===== src/rtl/cluster_issue_sched.sv =====
// Round-robin issue scheduler: N_REQ requesters share one fixed-latency datapath.
// Responses carry the owner id and return in grant order LAT+2 cycles after the handshake.
module cluster_issue_sched #(
  parameter int WIDTH = 32,
  parameter int N_REQ = 4,
  parameter int LAT   = 3
) (
  input  logic                     clk,
  input  logic                     rst_n,
  input  logic                     enable,
  input  logic [N_REQ-1:0]         req_valid,
  input  logic [N_REQ*WIDTH-1:0]   req_data,
  output logic [N_REQ-1:0]         req_ready,
  output logic                     dp_valid,
  output logic [WIDTH-1:0]         dp_data,
  input  logic [WIDTH-1:0]         dp_result,
  output logic                     rsp_valid,
  output logic [$clog2(N_REQ)-1:0] rsp_id,
  output logic [WIDTH-1:0]         rsp_data,
  output logic                     busy,
  output logic [1:0]               state
);

  localparam int IDW  = $clog2(N_REQ);
  localparam int IDW1 = IDW + 1;
  localparam int CW   = $clog2(LAT + 3);
  localparam logic [CW-1:0] CNT_MAX = CW'(LAT + 2);

  typedef enum logic [1:0] {
    IDLE  = 2'd0,
    RUN   = 2'd1,
    DRAIN = 2'd2
  } state_e;

  state_e           state_q, state_d;
  logic [IDW-1:0]   ptr_q, ptr_d;
  logic [CW-1:0]    cnt_q, cnt_d;
  logic [LAT:0]     tag_v_q;
  logic [IDW-1:0]   tag_id_q [0:LAT];
  logic             dp_valid_q;
  logic [WIDTH-1:0] dp_data_q;
  logic             rsp_valid_q;
  logic [IDW-1:0]   rsp_id_q;
  logic [WIDTH-1:0] rsp_data_q;

  logic [IDW1-1:0]  cand_s;
  logic             win_found_s;
  logic [IDW-1:0]   win_id_s;
  logic             grant_s;
  logic [N_REQ-1:0] req_ready_s;
  logic             busy_s;
  logic [WIDTH-1:0] sel_data_s;

  // Rotating priority search starting at ptr_q; first valid requester wins.
  always_comb begin
    win_found_s = 1'b0;
    win_id_s    = {IDW{1'b0}};
    cand_s      = {IDW1{1'b0}};
    for (int i = 0; i < N_REQ; i++) begin
      cand_s = {1'b0, ptr_q} + IDW1'(i);
      if (cand_s >= IDW1'(N_REQ)) begin
        cand_s = cand_s - IDW1'(N_REQ);
      end else begin
        cand_s = cand_s;
      end
      if (!win_found_s && req_valid[cand_s[IDW-1:0]]) begin
        win_found_s = 1'b1;
        win_id_s    = cand_s[IDW-1:0];
      end else begin
        win_found_s = win_found_s;
      end
    end
  end

  assign sel_data_s = req_data[win_id_s*WIDTH +: WIDTH];

  // FSM state register plus round-robin pointer and in-flight counter.
  always_ff @(posedge clk) begin
    if (!rst_n) begin
      state_q <= IDLE;
      ptr_q   <= {IDW{1'b0}};
      cnt_q   <= {CW{1'b0}};
    end else begin
      state_q <= state_d;
      ptr_q   <= ptr_d;
      cnt_q   <= cnt_d;
    end
  end

  // FSM next-state: DRAIN only falls back to IDLE once every response is out.
  always_comb begin
    state_d = state_q;
    case (state_q)
      IDLE: begin
        if (enable) state_d = RUN;
        else        state_d = IDLE;
      end
      RUN: begin
        if (!enable) state_d = DRAIN;
        else         state_d = RUN;
      end
      DRAIN: begin
        if (enable)                    state_d = RUN;
        else if (cnt_q == {CW{1'b0}})  state_d = IDLE;
        else                           state_d = DRAIN;
      end
      default: state_d = IDLE;
    endcase
  end

  // FSM outputs: one-hot grant, busy flag.
  always_comb begin
    req_ready_s = {N_REQ{1'b0}};
    grant_s     = rst_n && (state_q == RUN) && enable && win_found_s;
    if (grant_s) begin
      req_ready_s[win_id_s] = 1'b1;
    end else begin
      req_ready_s = {N_REQ{1'b0}};
    end
    busy_s = (state_q != IDLE) || (cnt_q != {CW{1'b0}});
  end

  // Pointer advance past the winner, and in-flight bookkeeping.
  always_comb begin
    if (grant_s) begin
      if (win_id_s == IDW'(N_REQ - 1)) ptr_d = {IDW{1'b0}};
      else                             ptr_d = win_id_s + IDW'(1);
    end else begin
      ptr_d = ptr_q;
    end
    cnt_d = cnt_q;
    case ({grant_s, rsp_valid_q})
      2'b10: begin
        if (cnt_q != CNT_MAX) cnt_d = cnt_q + CW'(1);
        else                  cnt_d = cnt_q;
      end
      2'b01: begin
        if (cnt_q != {CW{1'b0}}) cnt_d = cnt_q - CW'(1);
        else                     cnt_d = cnt_q;
      end
      default: cnt_d = cnt_q;
    endcase
  end

  // Issue register, tag pipeline (stage k is live LAT-k cycles before the result) and response register.
  always_ff @(posedge clk) begin
    if (!rst_n) begin
      dp_valid_q  <= 1'b0;
      dp_data_q   <= {WIDTH{1'b0}};
      tag_v_q     <= {(LAT+1){1'b0}};
      for (int k = 0; k <= LAT; k++) tag_id_q[k] <= {IDW{1'b0}};
      rsp_valid_q <= 1'b0;
      rsp_id_q    <= {IDW{1'b0}};
      rsp_data_q  <= {WIDTH{1'b0}};
    end else begin
      dp_valid_q <= grant_s;
      if (grant_s) dp_data_q <= sel_data_s;
      tag_v_q     <= {tag_v_q[LAT-1:0], grant_s};
      tag_id_q[0] <= win_id_s;
      for (int k = 1; k <= LAT; k++) tag_id_q[k] <= tag_id_q[k-1];
      if (tag_v_q[LAT]) begin
        rsp_valid_q <= 1'b1;
        rsp_id_q    <= tag_id_q[LAT];
        rsp_data_q  <= dp_result;
      end else begin
        rsp_valid_q <= 1'b0;
      end
    end
  end

  assign req_ready = req_ready_s;
  assign busy      = busy_s;
  assign state     = state_q;
  assign dp_valid  = dp_valid_q;
  assign dp_data   = dp_data_q;
  assign rsp_valid = rsp_valid_q;
  assign rsp_id    = rsp_id_q;
  assign rsp_data  = rsp_data_q;

endmodule


===== config.mk =====
export PLATFORM = sky130hd
export DESIGN_NAME = cluster_issue_sched
export DESIGN_NICKNAME = d
export VERILOG_FILES = /design/src/rtl/cluster_issue_sched.sv
export SDC_FILE = /design/constraint.sdc
export NUM_CORES = 1
export LEC_CHECK = 0
export ABC_CLOCK_PERIOD_IN_PS = 3800
export CAP_MARGIN = 25
export CORE_ASPECT_RATIO = 1.75
export CORE_MARGIN = 10
export CORE_UTILIZATION = 42
export CTS_CLUSTER_DIAMETER = 50
export DETAILED_ROUTE_END_ITERATION = 8
export PLACE_DENSITY = 0.91
export SYNTH_ARGS = -nofsm -noshare
export SYNTH_HDL_FRONTEND = slang
export SYNTH_SLANG_ARGS = --single-unit

===== constraint.sdc =====
create_clock -name clk -period 3.8 [get_ports clk]
set_input_delay 0.38 -clock clk [delete_from_list [all_inputs] [get_ports clk]]
set_output_delay 0.38 -clock clk [all_outputs]
set_load 0.05 [all_outputs]

==> reports/qor.yml <==
status: "finished, final reports clean"
r2r_cells: 10
end_kind: "register"
crit_fanout: 12
post-place-cells: 801
cpLargestDelayFamily: "simple AND/OR/NAND/NOR gates"
cts_tree: "done"
crit_type: "in -> reg"
vias_per_cell: 5.52
syn_nets: 639
fin_nets: 862
worst_hold_path_type: "reg -> reg"
drtAntennaViolNets: 0
drive_above_1_share_pct: 9.59
yosys-top-cells-count: "dfxtp_1, mux2i_1, nor2_1"
cts_buffers: 9
coreArea_um2: 10300
power.leakage_uw: 0.00273
ys_ff_latch: 86
fin_crit_sh_pct: 77.5
yosysTopAreaCell: "dfxtp_1"
max_slew_margin_pct: 33.4
drt-total-wl_mm: 16.3
die_y_um: 156
ioPinCount: 242
async_reset_ff_share_pct: 0
cts.path.max_buffers: 2
crit_chain: "clkdlybuf4s50_1, or4_4, nand4_2, ha_1, or3b_2, a21oi_1, nor3_1, xnor2_1, nor2_1"
synth_area_per_cell_um2: 9.58
setup_slack_ns: 0.855
cellPowerDensity_nw_per_um2: 323
synth_area_leaders: "dfxtp_1, mux2i_1, o211ai_2"
first_global_vias: 4770
cts_max_level: 3
portBuffers: 241
track_usage_pct: 20.1
critPathBufInv: 1
routedWlPerCell_um: 20.0
first_pass_iters: 5
max_stage_delay_ns: 0.59
maxCapViolCount: 0
worst_skew_pair.late_latency_ns: 0.34
synth_edf_count: 0
instances_no_fill: 815
clock.fmax_mhz: 340
cp.depth: 9
dr_total_vias: 4497
rsz0062_at_grt: "no"
synth_cells: 464
grt_pass1_wl_mm: 25.1
required_ns: 4.00
synth_top_cell_area_share_pct: 38.7
crit_path_start_kind: "input port"
vdd.ir_drop.worst_mv: 0.275
grt_max_degree: 44
die-area_um2: 15300
yosys_warnings: 0
gp_congestion: 0.807
n_antenna_cell: 0
postCtsSetupBuffers: 0
cts_root_buffer: "clkbuf_16"
final_core_util_pct: 69.8
drt_first_iter_violations: 142
clk_pin_slew_ns: 0.05
finalSetupViolCount: 0
slew_violations: 0
ys_seq_area_share_pct: 38.7
yosysMostFrequentCell: "dfxtp_1"
period_minus_slack_ns: 2.95
grt_overflow_total: 0
worstPathArrival_ns: 3.15
hpwl_mm: 12.7
p_total_uw: 2330
synth_ff_type: "dfxtp_1"
drcViolationCount: 0
reg2reg_slack_ns: 1.18
holdPathStages: 1
place_ws_ns: 0.528
cts_resized: 0
crit_slowest_cell: "clkdlybuf4s50_1"
cts.sinks: 86
area_delta_synth_final_pct: 61.9
synth.distinct_cells: 41
tightest_slew_ns: 0.999
rows: 49
antenna_found_initial: 0
start_util_pct: 43.1
final.setup.tns_ns: 0
synth_area_um2: 4440
die_x_um: 97.8
ctsHoldBuffers: 0
worst_clock_skew_ns: 0.0107
hold_viol_final: 0
[sequential cells by signal, indices dropped and copies added (netlist names)]
| signal | cells |
|---|---|
| dp_data | 32 |
| rsp_data | 32 |
| tag_id_q | 8 |
| tag_v_q | 4 |
| cnt_q | 3 |
| ptr_q | 2 |
| rsp_id | 2 |
| state | 2 |
| rsp_valid | 1 |
[kinds of logic after synthesis]
kind of cell	share of synthesized area, %
adders and majority gates	2.25
and+or+nand+nor	14.8
AOI/OAI and AO/OA	22.0
xor gates and xnor gates	0.591
DFF	38.7
muxes	15.1
buffers and inverters	6.56
[metrics by stage]
stage | instance area [µm²] | hold WS, ns
2_1_floorplan | 4440 | 0.412
3_3_place_gp | 6850 | 0.416
3_5_place_dp | 6850 | 0.419
4_1_cts | 7150 | 0.434
5_1_grt | 7190 | 0.453
6_report | 7190 | 0.431
[metal layers]
metal	GRT usage, %	wire length (µm)	vias to the layer above
met2	38.4	9000	205
met5	0	0	-
li1	-	-	2104
met1	20.0	5630	2160
met4	6.47	399	0
met3	6.08	1240	28
[cells in the final DEF, fill, tap and decap left out, drive strengths merged, types with 3 or more instances in the layout]
cell,count
clkbuf,10
and2,14
nand2,41
mux2i,67
nand3,33
a21oi,11
nor3,3
o21ai,34
a211o,33
dfxtp,86
clkdlybuf4s50,237
nor2,42
buf,12
ha,8
o211ai,32
inv,6
[report_power, final]
group          switching [µW]  internal [µW]
clock                     331            579
combinational             233            247
sequential               12.3            923
[area by class of cell]
cell class | instances | area [µm²]
sequential | 86 | 1720
inverter | 7 | 31.3
timing repair buffer | 249 | 2540
clock inverter | 2 | 60.1
multi-input combinational | 334 | 2440
fill | 794 | 3110
tap | 127 | 159
clock buffer | 10 | 239
[path summary, 6_finish.rpt]
check,from,to
max,req_valid[3],cnt_q[2]$_SDFFE_PN0P_
min,tag_id_q[0][0]$_SDFF_PN0_,tag_id_q[1][0]$_SDFF_PN0_
max reg2reg,state[0]$_SDFF_PN0_,cnt_q[2]$_SDFFE_PN0P_
min reg2reg,tag_id_q[0][0]$_SDFF_PN0_,tag_id_q[1][0]$_SDFF_PN0_
[worst reg2reg max path, delay by kind of cell, from the launching register on]
kind	cells	cell delay, ns
and+or+nand+nor	4	1.01
xor gates and xnor gates	3	0.40
adders and majority gates	2	0.56
AOI/OAI and AO/OA	1	0.14
DFF	1	0.39
Power figures use the tool's default switching activity.
